--- config.mk ---
export PLATFORM = sky130hd
export DESIGN_NAME = cmd_rd53_frame_decoder
export DESIGN_NICKNAME = d
export VERILOG_FILES = /design/src/rtl/cmd_rd53_pkg.sv /design/src/rtl/cmd_rd53_trig_lut.sv /design/src/rtl/cmd_rd53_frame_decoder.sv
export SDC_FILE = /design/constraint.sdc
export NUM_CORES = 1
export LEC_CHECK = 0
export CORE_AREA = 3 3 140 74
export CTS_BUF_LIST = sky130_fd_sc_hd__clkbuf_2 sky130_fd_sc_hd__clkbuf_4 sky130_fd_sc_hd__clkbuf_8
export DETAILED_ROUTE_END_ITERATION = 8
export DIE_AREA = 0 0 143 77
export GPL_ROUTABILITY_DRIVEN = 1
export PLACE_DENSITY_LB_ADDON = 0.25
export SLEW_MARGIN = 20
export SYNTH_ARGS = -nofsm -noshare
export SYNTH_HDL_FRONTEND = slang
export SYNTH_SLANG_ARGS = --single-unit
--- constraint.sdc ---
create_clock -name CMD_CLK -period 6.32 [get_ports CMD_CLK]
set_clock_uncertainty 0.15 [all_clocks]
set_input_delay 1.264 -clock CMD_CLK [delete_from_list [all_inputs] [get_ports CMD_CLK]]
set_output_delay 1.264 -clock CMD_CLK [all_outputs]
set_load 0.005 [all_outputs]
--- src/rtl/cmd_rd53_pkg.sv ---
// Shared RD53 command-stream constants: sync/tag symbols, trigger code table, frame types.
// Latency: n/a (constants and types only).
// Backpressure: n/a.
package cmd_rd53_pkg;

   localparam logic [15:0] SYNC_PATTERN = 16'h817E;
   localparam logic [7:0]  TAG_PATTERN  = 8'h6A;

   // Trigger codes in index order: entry 0 is trigger index 1.
   localparam int TRIG_CODES_N = 15;
   localparam logic [7:0] TRIG_CODES [TRIG_CODES_N] = '{
      8'h2B, 8'h2D, 8'h2E, 8'h33, 8'h35, 8'h36, 8'h39, 8'h3A,
      8'h3C, 8'h4B, 8'h4D, 8'h4E, 8'h53, 8'h55, 8'h56
   };

   typedef enum logic [1:0] {
      FT_DATA = 2'd0,
      FT_SYNC = 2'd1,
      FT_TRIG = 2'd2,
      FT_ERR  = 2'd3
   } frame_type_e;

   typedef enum logic [1:0] {
      ST_HUNT   = 2'd0,
      ST_VERIFY = 2'd1,
      ST_LOCKED = 2'd2
   } dec_state_e;

endpackage

--- src/rtl/cmd_rd53_trig_lut.sv ---
// Maps an 8-bit trigger code to its 4-bit trigger index (0 = not a trigger code).
// Latency: combinational.
// Backpressure: none.
module cmd_rd53_trig_lut
   import cmd_rd53_pkg::*;
(
   input  logic [7:0] code,
   output logic [3:0] index
);

   // Table search; codes are unique so at most one entry matches.
   always_comb begin
      index = 4'd0;
      for (int i = 0; i < TRIG_CODES_N; i++) begin
         if (code == TRIG_CODES[i]) begin
            index = 4'(i + 1);
         end
      end
   end

endmodule

--- src/rtl/cmd_rd53_frame_decoder.sv ---
// RD53 command-stream monitor: deserialize, lock on sync, classify and count frames.
// Latency: frame outputs registered one cycle after the boundary (17 cycles after first bit).
// Backpressure: none; one frame per 16 cycles, outputs are strobes.
module cmd_rd53_frame_decoder
   import cmd_rd53_pkg::*;
#(
   parameter int LOCK_SYNCS  = 4,
   parameter int UNLOCK_ERRS = 4,
   parameter int CNT_WIDTH   = 16
) (
   input  logic                 CMD_CLK,
   input  logic                 RST,
   input  logic                 CMD_EN,
   input  logic                 CMD_SERIAL_IN,
   input  logic                 CNT_CLR,
   output logic                 LOCKED,
   output logic                 FRAME_VALID,
   output logic [15:0]          FRAME_DATA,
   output logic [1:0]           FRAME_TYPE,
   output logic [3:0]           TRIG_INDEX,
   output logic [CNT_WIDTH-1:0] DATA_CNT,
   output logic [CNT_WIDTH-1:0] TRIG_CNT,
   output logic [CNT_WIDTH-1:0] ERR_CNT
);

   localparam logic [3:0] LOCK_SYNCS_L  = 4'(LOCK_SYNCS);
   localparam logic [3:0] UNLOCK_ERRS_L = 4'(UNLOCK_ERRS);

   logic [15:0]  sr;
   logic [3:0]   bit_cnt, bit_cnt_nxt;
   logic [3:0]   sync_run, sync_run_nxt;
   logic [3:0]   err_run, err_run_nxt;
   dec_state_e   state, state_nxt;
   logic         report;
   logic         boundary;
   logic [3:0]   lut_idx;
   frame_type_e  ftype;

   function automatic logic [CNT_WIDTH-1:0] sat_inc(input logic [CNT_WIDTH-1:0] v);
      return (&v) ? v : v + {{(CNT_WIDTH-1){1'b0}}, 1'b1};
   endfunction

   cmd_rd53_trig_lut u_trig_lut (
      .code  (sr[15:8]),
      .index (lut_idx)
   );

   assign boundary = CMD_EN && (bit_cnt == 4'd15);
   assign LOCKED   = (state == ST_LOCKED);

   // Classify the frame currently held in the shift register.
   always_comb begin
      ftype = FT_DATA;
      if (sr == SYNC_PATTERN) begin
         ftype = FT_SYNC;
      end else if ((sr[7:0] == TAG_PATTERN) && (lut_idx != 4'd0)) begin
         ftype = FT_TRIG;
      end else if ((sr[15:8] == SYNC_PATTERN[15:8]) != (sr[7:0] == SYNC_PATTERN[7:0])) begin
         ftype = FT_ERR;
      end
   end

   // Alignment FSM: next state, run counters, bit counter and report strobe.
   always_comb begin
      state_nxt    = state;
      sync_run_nxt = sync_run;
      err_run_nxt  = err_run;
      bit_cnt_nxt  = CMD_EN ? bit_cnt + 4'd1 : bit_cnt;
      report       = 1'b0;
      if (!CMD_EN) begin
         state_nxt    = ST_HUNT;
         sync_run_nxt = 4'd0;
         err_run_nxt  = 4'd0;
      end else begin
         case (state)
            ST_HUNT: begin
               // Match lands on the sync's last bit; next boundary is 16 cycles out.
               if (sr == SYNC_PATTERN) begin
                  bit_cnt_nxt  = 4'd0;
                  sync_run_nxt = 4'd1;
                  state_nxt    = ST_VERIFY;
               end
            end
            ST_VERIFY: begin
               if (boundary) begin
                  if (ftype == FT_SYNC) begin
                     sync_run_nxt = sync_run + 4'd1;
                     if (sync_run + 4'd1 >= LOCK_SYNCS_L) begin
                        state_nxt   = ST_LOCKED;
                        err_run_nxt = 4'd0;
                        report      = 1'b1;
                     end
                  end else begin
                     state_nxt    = ST_HUNT;
                     sync_run_nxt = 4'd0;
                  end
               end
            end
            ST_LOCKED: begin
               if (boundary) begin
                  report = 1'b1;
                  if (ftype == FT_ERR) begin
                     err_run_nxt = err_run + 4'd1;
                     if (err_run + 4'd1 >= UNLOCK_ERRS_L) begin
                        state_nxt    = ST_HUNT;
                        err_run_nxt  = 4'd0;
                        sync_run_nxt = 4'd0;
                     end
                  end else begin
                     err_run_nxt = 4'd0;
                  end
               end
            end
            default: begin
               state_nxt = ST_HUNT;
            end
         endcase
      end
   end

   // State, shift register and run counters.
   always_ff @(posedge CMD_CLK) begin
      if (RST) begin
         state    <= ST_HUNT;
         sr       <= 16'h0000;
         bit_cnt  <= 4'd0;
         sync_run <= 4'd0;
         err_run  <= 4'd0;
      end else begin
         state    <= state_nxt;
         bit_cnt  <= bit_cnt_nxt;
         sync_run <= sync_run_nxt;
         err_run  <= err_run_nxt;
         if (CMD_EN) begin
            sr <= {sr[14:0], CMD_SERIAL_IN};
         end
      end
   end

   // Registered frame report; data/type/index hold between reports.
   always_ff @(posedge CMD_CLK) begin
      if (RST) begin
         FRAME_VALID <= 1'b0;
         FRAME_DATA  <= 16'h0000;
         FRAME_TYPE  <= 2'd0;
         TRIG_INDEX  <= 4'd0;
      end else begin
         FRAME_VALID <= report;
         if (report) begin
            FRAME_DATA <= sr;
            FRAME_TYPE <= ftype;
            TRIG_INDEX <= (ftype == FT_TRIG) ? lut_idx : 4'd0;
         end
      end
   end

   // Saturating per-type counters; a clear beats a same-cycle increment.
   always_ff @(posedge CMD_CLK) begin
      if (RST || CNT_CLR) begin
         DATA_CNT <= '0;
         TRIG_CNT <= '0;
         ERR_CNT  <= '0;
      end else if (report) begin
         case (ftype)
            FT_DATA: DATA_CNT <= sat_inc(DATA_CNT);
            FT_TRIG: TRIG_CNT <= sat_inc(TRIG_CNT);
            FT_ERR:  ERR_CNT  <= sat_inc(ERR_CNT);
            default: ;
         endcase
      end
   end

endmodule

# Yosys cells after proc, flatten, opt, wreduce, memory -nomap -nowiden
# Index checks and enable logic that the tools add are counted.
classes:
  muxes: 51
  n_reduce_logical: 18
  bitwise_logic: 4
  add_sub_neg: 6
  eq_ne: 34
  magnitude_cmp: 2
ops:
  columns: ["op", "count"]
  rows:
  - ["4-bit 2-to-1 mux", 25]
  - ["8-bit by 6-bit == test with 1-bit output, second input constant", 9]
  - ["8-bit by 7-bit == test with 1-bit output, second input constant", 8]
  - ["16-bit by 1-bit adder with 16-bit output, second input constant", 3]
  - ["16-bit AND reduction", 3]
  - ["2-bit 2-to-1 mux", 12]
  - ["16-bit == test, second input constant", 1]
  - ["4-bit by 1-bit adder with 4-bit output, second input constant", 3]
  - ["3-bit 2-to-1 mux", 4]
  - ["4-bit one-hot mux with 3 select lines", 1]
  - ["6-bit AND reduction", 2]
  - ["3-bit AND reduction", 3]
  - ["8-bit == test, second input constant", 1]
  - ["4-bit by 3-bit >= comparator with 1-bit output, second input constant", 2]
  - ["2-bit inequality test, second input constant", 4]
  - ["4-bit one-hot mux with 2 select lines", 1]
  - ["2-bit == test, second input constant", 3]
  - ["1-bit 2-to-1 mux", 6]
  - ["2-bit by 1-bit inequality test with 1-bit output, second input constant", 3]
  - ["2-bit one-hot mux with 3 select lines", 1]
  - ["5-bit AND reduction", 1]
  - ["2-bit by 1-bit == test with 1-bit output, second input constant", 2]
  - ["4-bit == test, second input constant", 1]
  - ["2-bit logical NOT", 2]
  - ["10 further kinds", 14]
word_totals:
  elab_cells: 127
  in_bits: 5
  output_inout_bits: 72
  regBits: 101

# Longest topological paths before layout
logic_depth:
  word_depth: 26
  mapped_depth: 11
  mapped_depth_nobuf: 11

# Modules after synthesis
# A second synthesis with hierarchy kept.
unflattened:
  cells_unflattened: 640
  hier_area_um2: 5362.6
modules_own_cells:
  columns: ["mod", "area_per_inst_um2", "cells_per_inst", "seq_area_each_um2", "instances"]
  rows:
  - ["cmd_rd53_frame_decoder", 4997.3, 593, 2021.9, 1]
  - ["cmd_rd53_trig_lut", 365.4, 47, 0.0, 1]

# Worst setup path after synthesis
# OpenSTA, ideal clock, no wires.
synth_path:
  path_kind: "input port to flip-flop"
  from: "input port CMD_EN"
  to: "register DATA_CNT[15]"
  stages: 8
  setup_time_ns: 0.071
  t_arrival_ns: 3.081
  path_buffers: 2
  t_required_ns: 6.099
  path_slack_ns: 3.018
  cell_sequence: "clkbuf_1 -> nand4_1 -> nor3_1 -> nand2b_1 -> or4_4 -> buf_6 -> or3_1 -> a21oi_1"
synth_between:
  elab_chain_len: 5
  word_cells_on_any_way: 6
  cone_classes: "4 x mux; 2 x reduce/logical"
synth_rtl:
  columns: ["element", "line_no", "text"]
  rows:
  - ["start, declared", "cmd_rd53_frame_decoder.sv:13", "input logic CMD_EN,"]
  - ["1-bit logical AND", "cmd_rd53_frame_decoder.sv:48", "assign boundary = CMD_EN && (bit_cnt == 4'd15);"]
  - ["1-bit 2-to-1 mux (on tied branches)", "cmd_rd53_frame_decoder.sv:100, cmd_rd53_frame_decoder.sv:85", null]
  - ["1-bit one-hot mux with 2 select lines", "cmd_rd53_frame_decoder.sv:75", "case (state)"]
  - ["1-bit 2-to-1 mux (*)", "cmd_rd53_frame_decoder.sv:70", "if (!CMD_EN) begin"]
  - ["3-bit AND reduction (no line) (*)", null, null]
  - ["end signal, assigned", "cmd_rd53_frame_decoder.sv:165", "FT_DATA: DATA_CNT <= sat_inc(DATA_CNT);"]
  - ["end, declared", "cmd_rd53_frame_decoder.sv:21", "output logic [CNT_WIDTH-1:0] DATA_CNT,"]
# Mark *: on every way between the ends. The rest lies on a longest branch, timed or not.
# A chain may end at the register's enable or synchronous reset.

# Final worst setup path
layout_path:
  from: "input port CMD_EN"
  to: "register TRIG_CNT[1]"
layout_between:
  elab_chain_len: 5
  word_cells_on_any_way: 6
  cone_classes: "4 x mux; 2 x reduce/logical"
layout_rtl:
  columns: ["element", "line_no", "text"]
  rows:
  - ["1-bit logical AND", "cmd_rd53_frame_decoder.sv:48", null]
  - ["1-bit 2-to-1 mux (on tied branches)", "cmd_rd53_frame_decoder.sv:100, cmd_rd53_frame_decoder.sv:85", null]
  - ["1-bit one-hot mux with 2 select lines", "cmd_rd53_frame_decoder.sv:75", null]
  - ["1-bit 2-to-1 mux (*)", "cmd_rd53_frame_decoder.sv:70", null]
  - ["3-bit AND reduction (no line) (*)", null, null]
  - ["end signal, assigned", "cmd_rd53_frame_decoder.sv:166", "FT_TRIG: TRIG_CNT <= sat_inc(TRIG_CNT);"]
  - ["end, declared", "cmd_rd53_frame_decoder.sv:22", "output logic [CNT_WIDTH-1:0] TRIG_CNT,"]
# Marked as above.

==> run_results.csv <==
group,metric,value,unit
power,p_clk_frac,0.370,
drt,vias_per_cell,5.64,
cells_and_area,multiInputGateArea,2790,um2
synth,synth_area_leaders,"dfxtp_1 (40%), nor2_1 (5.2%), nand2_1 (4.9%), a21oi_1 (3.8%), mux2i_1 (3.8%)",
power,p_seq_frac,0.607,
critical_path,cp_cell_sequence,"clkdlybuf4s50_1, buf_4, nand4_1, or3_1, a211oi_4, o21ai_1, mux2i_1, nor2_1",
synth,syn_area,5030,um2
drt,drc_errors,0,
synth,syn_avg_cell_area,8.32,um2
die,fp.dieW,143,um
power,switching_share,0.245,
critical_path,cp_slowest_cell,"a211oi_4",
clock_tree,postCtsHoldBufs,0,
cells_and_area,instances_no_fill,783,
timing,timing.hold.ws,312,ps
cells_and_area,diodes,0,
drt,first_pass_iters,5,
power,p_per_area,177,nW/um2
synth,synth-seq-cells,101,
placed_design,portBuffers,76,
power,ir_worst_vdd,0.114,mV
synth,syn_inst,604,
synth,synthFlopType,"dfxtp_1",
die,start_util,0.541,
placed_design,dp_cells,767,
cells_and_area,layout-area-overhead-vs-synth,18.7,%
clock_tree,cts_buffers,9,
timing,finalHoldViolCount,0,
die,die_y,77,um
grt,antenna_found_initial,0,
synth,async_flop_share,0,
critical_path,crit_type,"in -> reg",
timing,fin_crit,4120,ps
timing,final.period_utilization,0.651,
synth,synth.distinct_cells,58,
cells_and_area,fillCellCount,817,
cells_and_area,final_nets,673,
clock_tree,htreeDepth,3,
timing,maxSlewViolCount,0,
critical_path,worst_ep_required_time,6420,ps
critical_path,arrival,4220,ps
clock_tree,clockBufferDepth,2,
drt,ant_nets,0,
die,ioPinCount,77,
clock_tree,cts_resized,0,
clock_tree,ctsRootBufferMaster,"clkbuf_8",
clock_tree,post_cts_buffers,0,
drt,routed_wl,11200,um
synth,synth_largest_area_cell,"dfxtp_1",
power,power.internal,0.000796,W
synth,syn_nets,620,
cells_and_area,seq_area,2020,um2
placed_design,hpwl,7700,um
cells_and_area,drive_gt1_frac,0.0514,
power,combPwrFrac,0.023,
drt,wire_per_inst,14.2,um
die,fp-row-count,25,
placed_design,gp_congestion,0.884,
clock_tree,path_clk_slew,110,ps
clock_tree,worstSkewPairLatency,390,ps
power,power_switching,0.000259,W
timing,fmax,243,MHz
clock_tree,clkSinkCount,101,
synth,seq_area_frac_synth,0.402,
grt,grt_pass1_vias,3970,
hold_path,min_path_type,"reg -> reg",
grt,grt_max_degree,48,
critical_path,cp-start-kind,"input port",
timing,rsz0062_at_grt,"no",
drt,vias,4417,
run,cap_violations,0,
critical_path,worst-path-max-fanout,25,
drt,first_iter_violations,247,
timing,tightest_slew,900,ps
die,core-area,9290,um2
grt,grt_overflow,0,
critical_path,reg2reg_setup_slack,2800,ps
timing,relSlewSlack,0.400,
synth,synth_edf_count,0,
critical_path,cp_slowest_stage_delay,700,ps
die,die_area,11000,um2
timing,setup_viol_count_final,0,
clock_tree,cts_tree,"done",
synth,synth_top_area_frac,0.402,
grt,track_usage,0.204,
grt,grt_pass1_wl,18800,um
power,p_leak,2.02,nW
synth,yosys_warnings,0,
critical_path,worstSetupEndpointType,"flip-flop",
status,status,"finished, final reports clean",
timing,tns,0,ps
power,finalPower,0.00105,W
-- final cells by class --
type | count | area share
Multi-Input combinational cell | 454 | 0.467
Inverter | 13 | 0.00818
Clock inverter | 7 | 0.00944
Clock buffer | 9 | 0.0208
Sequential cell | 101 | 0.339
Tap cell | 121 | 0.0254
Timing Repair Buffer | 78 | 0.130
-- flip-flops by register name, indices dropped and copies added, names as in the netlist, named ones only --
signal / count
FRAME_DATA: 16
state: 2
ERR_CNT: 16
TRIG_CNT: 16
FRAME_VALID: 1
sync_run: 4
TRIG_INDEX: 4
bit_cnt: 3
err_run: 4
DATA_CNT: 16
FRAME_TYPE: 2
sr: 16
-- critical path: cells and delay by family --
| kind | cells | cell delay [ps] |
|---|---|---|
| buffers and inverters | 2 | 780 |
| muxes | 1 | 210 |
| AOI/OAI and AO/OA | 2 | 970 |
| and+or+nand+nor | 3 | 980 |
-- power by group through the flow --
stage / Clock [W] / Sequential, W / Combinational, W
2_1_floorplan: 0 / 0.000654 / 0.0000185
3_3_place_gp: 0 / 0.000654 / 0.0000243
3_5_place_dp: 0 / 0.000654 / 0.0000245
4_1_cts: 0.000400 / 0.000640 / 0.0000245
5_1_grt: 0.000422 / 0.000640 / 0.0000267
6_report: 0.000390 / 0.000640 / 0.0000243
-- worst paths after layout --
| path | startpoint | to | cells past startpoint |
|---|---|---|---|
| max | CMD_EN | TRIG_CNT[1] | 8 |
| min | FRAME_DATA[4] | FRAME_DATA[4] | 2 |
| max reg2reg | sr[9] | TRIG_INDEX[2] | 8 |
| min reg2reg | FRAME_DATA[4] | FRAME_DATA[4] | 2 |
-- Yosys cell counts, types with 2 or more instances --
cell type	instances
dfxtp_1	101
nor2_1	70
nand2_1	66
a21oi_1	38
o21ai_0	24
clkbuf_1	23
xor2_1	21
nor3_1	20
mux2i_1	19
nand4_1	19
xnor2_1	19
nand3_1	18
and3_1	16
or3_1	16
inv_1	13
ha_1	11
nand2b_1	9
and2_1	8
nor4_1	8
nor2b_1	7
buf_2	6
and4_1	5
buf_6	5
a211oi_1	4
a22oi_1	4
nor3b_1	4
and3b_1	3
nand3b_1	3
o22ai_1	3
or2_2	3
or4_1	3
a211oi_2	2
a31oi_1	2
a32o_1	2
buf_1	2
nand4b_1	2
nand4bb_1	2
nor4b_1	2
o311ai_0	2
-- cell families after synthesis --
group,synth area share
adders and majority gates,0.0274
muxes,0.0401
buffers and inverters,0.0456
DFF,0.402
xor gates and xnor gates,0.0697
AOI/OAI and AO/OA,0.117
and+or+nand+nor,0.298
-- layout by cell type (no fill, tap or decap), drive strengths merged, types with 7 or more instances in the layout --
cell             n
a211oi           7
a21oi           39
and2             9
and3            16
clkbuf           9
clkdlybuf4s50   76
dfxtp          101
ha              11
inv             17
mux2i           19
nand2           66
nand2b           9
nand3           18
nand4           19
nor2            70
nor2b            7
nor3            20
nor4             8
o21ai           25
or3             16
xnor2           19
xor2            21
-- stage by stage --
stage	utilization	cell area, um2	setup WS, ps
6_report	0.642	5960	2200
3_5_place_dp	0.622	5780	1860
3_3_place_gp	0.622	5780	1940
4_1_cts	0.641	5960	2290
5_1_grt	0.642	5960	1960
2_1_floorplan	-	5030	3020
-- routing by layer --
metal,global-route usage,up-vias,share of wire
met5,0,-,0
met1,0.286,2076,0.50
li1,-,2221,-
met2,0.313,111,0.44
met4,0.0569,0,0.0079
met3,0.0523,9,0.050
Power figures use the tool's default switching activity.
